$ cat src/rtl/fifo_pkg.sv
// Shared constants and elaboration-time helpers for the fifo_ctrl_v2 family.
package fifo_pkg;

    // Read-mode selectors for the FWFT parameter.
    localparam int FIFO_STD  = 0;
    localparam int FIFO_FWFT = 1;

    // Pointer width: index bits plus one wrap bit to tell full from empty.
    function automatic int ptr_w(input int depth);
        return $clog2(depth) + 1;
    endfunction

    // True when depth is a power of two and at least 2.
    function automatic bit is_pow2(input int depth);
        return (depth >= 2) && ((depth & (depth - 1)) == 0);
    endfunction

    // Legal configuration: power-of-two depth, thresholds in range, AE below AF.
    function automatic bit cfg_ok(input int depth, input int af_level, input int ae_level);
        return is_pow2(depth)
            && (af_level >= 1) && (af_level <= depth)
            && (ae_level >= 0) && (ae_level <= depth - 1)
            && (ae_level < af_level);
    endfunction

endpackage

$ cat src/rtl/fifo_mem.sv
// DEPTH x DATA_WIDTH register file: one synchronous write port, one
// asynchronous read port. Contents are deliberately not reset.
module fifo_mem
    import fifo_pkg::*;
#(
    parameter int DEPTH      = 8,
    parameter int DATA_WIDTH = 8,
    localparam int AW        = ptr_w(DEPTH) - 1
) (
    input  logic                         clk,
    input  logic                         we,
    input  logic [AW-1:0]                waddr,
    input  logic signed [DATA_WIDTH-1:0] wdata,
    input  logic [AW-1:0]                raddr,
    output logic signed [DATA_WIDTH-1:0] rdata
);

    logic signed [DATA_WIDTH-1:0] mem_reg [DEPTH];

    // Write port: store the incoming word on an accepted write.
    always_ff @(posedge clk) begin
        if (we) begin
            mem_reg[waddr] <= wdata;
        end
    end

    // Read port is combinational so the controller can register or pass it through.
    assign rdata = mem_reg[raddr];

endmodule

$ cat src/rtl/fifo_ctrl_v2.sv
// Synchronous FIFO controller: pointers, occupancy, threshold flags,
// sticky error flags and a standard or first-word-fall-through output stage.
module fifo_ctrl_v2
    import fifo_pkg::*;
#(
    parameter int DEPTH      = 8,
    parameter int DATA_WIDTH = 8,
    parameter int FWFT       = FIFO_STD,
    parameter int AF_LEVEL   = DEPTH - 2,
    parameter int AE_LEVEL   = 1,
    localparam int PW        = ptr_w(DEPTH)
) (
    input  logic                         clk,
    input  logic                         rstn,
    input  logic                         flush,
    input  logic                         w_en,
    input  logic signed [DATA_WIDTH-1:0] in_data,
    input  logic                         r_en,
    output logic signed [DATA_WIDTH-1:0] out_data,
    output logic                         out_valid,
    output logic                         full,
    output logic                         empty,
    output logic                         almost_full,
    output logic                         almost_empty,
    output logic [PW-1:0]                count,
    output logic                         overflow,
    output logic                         underflow,
    input  logic                         clr_err
);

    localparam int AW = PW - 1;
    localparam logic [PW-1:0] AF_CNT = PW'(AF_LEVEL);
    localparam logic [PW-1:0] AE_CNT = PW'(AE_LEVEL);

    if (!cfg_ok(DEPTH, AF_LEVEL, AE_LEVEL)) begin : g_cfg_check
        $error("fifo_ctrl_v2: illegal DEPTH / AF_LEVEL / AE_LEVEL combination");
    end

    logic [PW-1:0] wr_ptr_reg, wr_ptr_next;
    logic [PW-1:0] rd_ptr_reg, rd_ptr_next;
    logic [PW-1:0] count_reg, count_next;
    logic          overflow_reg, overflow_next;
    logic          underflow_reg, underflow_next;
    logic          rd_ok, wr_ok, rd_go, wr_go;
    logic signed [DATA_WIDTH-1:0] mem_rdata;

    // Full/empty come from the registered pointers; the wrap bit separates them.
    assign empty        = (wr_ptr_reg == rd_ptr_reg);
    assign full         = (wr_ptr_reg[AW-1:0] == rd_ptr_reg[AW-1:0])
                       && (wr_ptr_reg[AW] != rd_ptr_reg[AW]);
    assign almost_full  = (count_reg >= AF_CNT);
    assign almost_empty = (count_reg <= AE_CNT);
    assign count        = count_reg;
    assign overflow     = overflow_reg;
    assign underflow    = underflow_reg;

    // A read frees a slot, so a write into a full FIFO is legal when paired with one.
    assign rd_ok = r_en & ~empty;
    assign wr_ok = w_en & (~full | rd_ok);
    // Flush overrides any transfer in the same cycle.
    assign rd_go = rd_ok & ~flush;
    assign wr_go = wr_ok & ~flush;

    fifo_mem #(
        .DEPTH      (DEPTH),
        .DATA_WIDTH (DATA_WIDTH)
    ) u_mem (
        .clk   (clk),
        .we    (wr_go),
        .waddr (wr_ptr_reg[AW-1:0]),
        .wdata (in_data),
        .raddr (rd_ptr_reg[AW-1:0]),
        .rdata (mem_rdata)
    );

    // Next-state for pointers, occupancy and the sticky error flags.
    always_comb begin
        wr_ptr_next = wr_ptr_reg + PW'(wr_go);
        rd_ptr_next = rd_ptr_reg + PW'(rd_go);
        count_next  = count_reg;
        if (wr_go && !rd_go) begin
            count_next = count_reg + PW'(1);
        end else if (rd_go && !wr_go) begin
            count_next = count_reg - PW'(1);
        end
        if (flush) begin
            wr_ptr_next = '0;
            rd_ptr_next = '0;
            count_next  = '0;
        end
        // A fresh error in the same cycle as clr_err keeps the flag set.
        overflow_next  = (overflow_reg  & ~clr_err) | (w_en & full & ~rd_ok);
        underflow_next = (underflow_reg & ~clr_err) | (r_en & empty);
    end

    // Control state register.
    always_ff @(posedge clk or negedge rstn) begin
        if (!rstn) begin
            wr_ptr_reg    <= '0;
            rd_ptr_reg    <= '0;
            count_reg     <= '0;
            overflow_reg  <= 1'b0;
            underflow_reg <= 1'b0;
        end else begin
            wr_ptr_reg    <= wr_ptr_next;
            rd_ptr_reg    <= rd_ptr_next;
            count_reg     <= count_next;
            overflow_reg  <= overflow_next;
            underflow_reg <= underflow_next;
        end
    end

    if (FWFT == FIFO_FWFT) begin : g_fwft
        // Head word is presented directly; gated to zero when nothing is stored.
        assign out_valid = ~empty;
        assign out_data  = empty ? '0 : mem_rdata;
    end else begin : g_std
        logic signed [DATA_WIDTH-1:0] out_data_reg, out_data_next;
        logic                         out_valid_reg, out_valid_next;

        // Capture the head on an accepted read; valid pulses for one cycle.
        always_comb begin
            out_data_next  = out_data_reg;
            out_valid_next = 1'b0;
            if (rd_go) begin
                out_data_next  = mem_rdata;
                out_valid_next = 1'b1;
            end
        end

        // Registered read-data stage.
        always_ff @(posedge clk or negedge rstn) begin
            if (!rstn) begin
                out_data_reg  <= '0;
                out_valid_reg <= 1'b0;
            end else begin
                out_data_reg  <= out_data_next;
                out_valid_reg <= out_valid_next;
            end
        end

        assign out_data  = out_data_reg;
        assign out_valid = out_valid_reg;
    end

endmodule

$ cat config.mk
export PLATFORM = sky130hd
export DESIGN_NAME = fifo_ctrl_v2
export DESIGN_NICKNAME = d
export VERILOG_FILES = /design/src/rtl/fifo_pkg.sv /design/src/rtl/fifo_mem.sv /design/src/rtl/fifo_ctrl_v2.sv
export SDC_FILE = /design/constraint.sdc
export NUM_CORES = 1
export LEC_CHECK = 0
export BUFFER_PORTS_ARGS = -buffer_cell sky130_fd_sc_hd__buf_2
export CELL_PAD_IN_SITES_DETAIL_PLACEMENT = 2
export CELL_PAD_IN_SITES_GLOBAL_PLACEMENT = 2
export CORE_MARGIN = 4
export CORE_UTILIZATION = 43
export CTS_BUF_LIST = sky130_fd_sc_hd__clkbuf_16
export CTS_CLUSTER_DIAMETER = 30
export DETAILED_ROUTE_END_ITERATION = 16
export GPL_ROUTABILITY_DRIVEN = 0
export PLACE_DENSITY_LB_ADDON = 0.1
export SKIP_CTS_REPAIR_TIMING = 1
export SLEW_MARGIN = 20
export SYNTH_ARGS = -nofsm -noshare
export SYNTH_HDL_FRONTEND = slang
export SYNTH_SLANG_ARGS = --single-unit
$ cat constraint.sdc
create_clock -name clk -period 2.5 [get_ports clk]
set_input_delay 0.25 -clock clk [delete_from_list [all_inputs] [get_ports clk]]
set_output_delay 0.25 -clock clk [all_outputs]
set_load 0.01 [all_outputs]
==> metrics.md <==
| Metric | Value |
|---|---|
| Period utilisation layout | 93.60% |
| Most crowded layer after global routing | met2 |
| Largest net degree at the start of global routing | 24 |
| Power density cells | 798.5 mW/mm^2 |
| Die area | 0.01013 sq mm |
| Port Buffer Count | 32 |
| Status | complete, no violations |
| Initial core utilization | 44.49% |
| Crit path required time | 2710 ps |
| Clock transition at path regs | 70 ps |
| Root buf cell | clkbuf_16 |
| Tmin final | 2340 ps |
| Int Pwr | 2.511 mW |
| Synth warnings | 0 |
| Max Slew Vio Count | 0 |
| Clock Sinks | 87 |
| Leakage | 1.587 nW |
| Unrepaired setup endpoints after global routing | no |
| Layout cells sized above 1 | 30.58% |
| Routed WL | 9189 microns |
| GRT met3 Usage | 5.190% |
| Crit. End Element | flip-flop |
| Global-route usage over all layers | 20.17% |
| Area Overhead vs Synth | 16.71% |
| Syn avg cell area | 16.12 sq um |
| Global route total overflow | 0 |
| Drt initial violations | 149 |
| WL/cell | 23.99 microns |
| First-pass GRT wire length | 14,760 microns |
| Peak VDD IR | 320.3 uV |
| Non-Filler Instances | 383 |
| DR vias | 2,141 |
| Fill cells | 779 |
| Post-synthesis cell count | 229 |
| Combinational power share | 13.5% |
| Antenna diodes | 0 |
| Register area share after synthesis | 67.64% |
| Final hold viol count | 0 |
| I/O pin cnt | 33 |
| # nets final | 295 |
| Antenna violations before repair | 0 |
| CTS tree | done |
| Finished Core Util | 51.92% |
| HPWL Detailed | 6419 microns |
| DRT Pass-1 Iters | 4 |
| Die X | 100.7 microns |
| Met2 Use GR | 32.91% |
| Hold Path Class | primary input to flip-flop |
| Met1 usage | 26.91% |
| Worst-path fanout max | 8 |
| Routed Antenna Nets | 0 |
| Residual DRC | 0 |
| Max reg flops | 64 |
| Worst Slack Setup Final | 160.0 ps |
| DP Worst Slack | 27.07 ps |
| CORE AREA | 0.008299 sq mm |
| Clock network power share | 36.8% |
| Net switching power | 0.9296 mW |
| Clock buffer depth | 2 |
| Slew Limit Headroom | 49.61% |
| CTS buffer count | 9 |
| Post-Syn Area | 0.003692 sq mm |
| Number of max-cap violations | 0 |
| Std-Cell Rows | 33 |
| Highest clock rate | 427.3 MHz |
| Placed cell area | 0.004008 sq mm |
| Switching Share | 27.02% |
| Final setup vio count | 0 |
| Number of global-route vias before repair | 2,473 |
| Clk_skew | 8.528 ps |
| Critical Path AT | 2550 ps |
| Worst slew pin tran | 753.1 ps |
| Share of power burned in registers | 49.6% |
| Synthesized netlist net count | 251 |
| Cells after DPL | 366 |
| Total Neg Setup Slack | 0 ps |
| Yosys cell types | 42 |
| Register bit count reported by yosys | 87 |
| # H-tree levels | 3 |
| Die Y | 100.7 microns |
| Final Instance Area | 0.004309 sq mm |
| Setup CP Type | flip-flop to flip-flop |
| Via density | 5.590 |
| Crit start category | flip-flop |
| Clock latency on the worst-skew pair | 330 ps |
final cells by class:
type,count,area (sq um),area share [%]
Sequential cell,87,2497,57.96
Clock buffer,9,225.2,5.226
Multi-Input combinational cell,124,1117,25.93
Tap cell,105,131.4,3.049
Timing Repair Buffer,44,252.7,5.865
Inverter,7,28.78,0.6678
Clock inverter,7,56.30,1.307
path summary, 6_finish.rpt:
kind | slack, ps | end | depth (start not counted) | startpoint
max | 160 | wr_ptr_reg[1]$_DFF_PN0_ | 6 | wr_ptr_reg[2]$_DFF_PN0_
min | 130 | underflow$_DFF_PN0_ | 2 | clr_err
max reg2reg | 160 | wr_ptr_reg[1]$_DFF_PN0_ | 6 | wr_ptr_reg[2]$_DFF_PN0_
min reg2reg | 480 | out_data[2]$_DFFE_PN0P_ | 2 | out_data[2]$_DFFE_PN0P_
max in group asynchronous | 1630 | rd_ptr_reg[1]$_DFF_PN0_ | 2 | rstn
min in group asynchronous | 470 | count[1]$_DFFE_PN0P_ | 2 | rstn
synthesized netlist by cell type, drive strengths merged:
cell     instances  area, sq um
edfxtp          64         1922
dfrtp           23        575.6
mux4            16        360.4
nor2            15        56.30
nand2           13        51.30
o21ai           11        55.05
mux2i            9        90.09
ha               8        100.1
inv              7        28.78
buf              6        40.03
nor2b            6        37.54
xnor2            6        52.55
a21oi            5        28.78
clkbuf           5        18.77
nand2b           5        33.78
nand3            5        25.02
nor3             5        25.02
a41oi            3        33.79
o211ai           2        15.01
or4              2        18.77
xor2             2        17.52
a2bb2oi          1        8.760
a32oi            1        8.760
and3             1        6.260
mux2             1        11.26
nand4            1        21.27
o2111ai          1        8.760
o221ai           1        8.760
o311a            1        10.01
o41ai            1        8.760
or2b             1        7.510
or3              1        6.260
cells by family (layout without fill, tap and decap cells):
family                     after synthesis  count (layout)  synth area share (%)
DFF                                     87              87                 67.64
muxes                                   26              26                 12.50
adders and majority gates                8               8                 2.711
AOI/OAI and AO/OA                       27              27                 5.049
xor gates and xnor gates                 8               8                 1.898
buffers and inverters                   18              67                 2.372
and+or+nand+nor                         55              55                 7.828
metal layers:
layer / vias up / share of wire (%)
met5: - / 0
met4: 0 / 0.74
met3: 7 / 4.7
met2: 57 / 52
met1: 1115 / 43
li1: 962 / -
cells in the final DEF, fill, tap and decap left out, drive strengths merged, types with 3 or more instances in the layout:
| cell | count |
|---|---|
| a21oi | 5 |
| a41oi | 3 |
| buf | 43 |
| clkbuf | 9 |
| dfrtp | 23 |
| edfxtp | 64 |
| ha | 8 |
| inv | 11 |
| mux2i | 9 |
| mux4 | 16 |
| nand2 | 13 |
| nand2b | 5 |
| nand3 | 5 |
| nor2 | 15 |
| nor2b | 6 |
| nor3 | 5 |
| o21ai | 11 |
| xnor2 | 6 |
metrics by stage:
stage | hold WS, ps | power, mW
finish | 129.3 | 3.441
global route | 129.5 | 3.617
CTS | -49.09 | 3.476
detailed placement | 310.4 | 2.210
global placement | 292.5 | 2.166
floorplan | -45.59 | 1.980
power groups by stage:
| stage | clock [mW] | sequential (mW) | combinational, mW |
|---|---|---|---|
| after floorplan | 0 | 1.75 | 0.229 |
| after global placement | 0 | 1.73 | 0.435 |
| after detailed placement | 0 | 1.74 | 0.469 |
| after CTS | 1.29 | 1.71 | 0.473 |
| after global routing | 1.37 | 1.72 | 0.521 |
| final | 1.27 | 1.71 | 0.466 |
critical path, cell delays in order, from the launching register on:
cell     delay [ps]
dfrtp_1         490
xnor2_1         520
nand3_1         210
o311a_1         380
ha_1            230
ha_1            270
nor2b_1         120
Power figures use the tool's default switching activity.
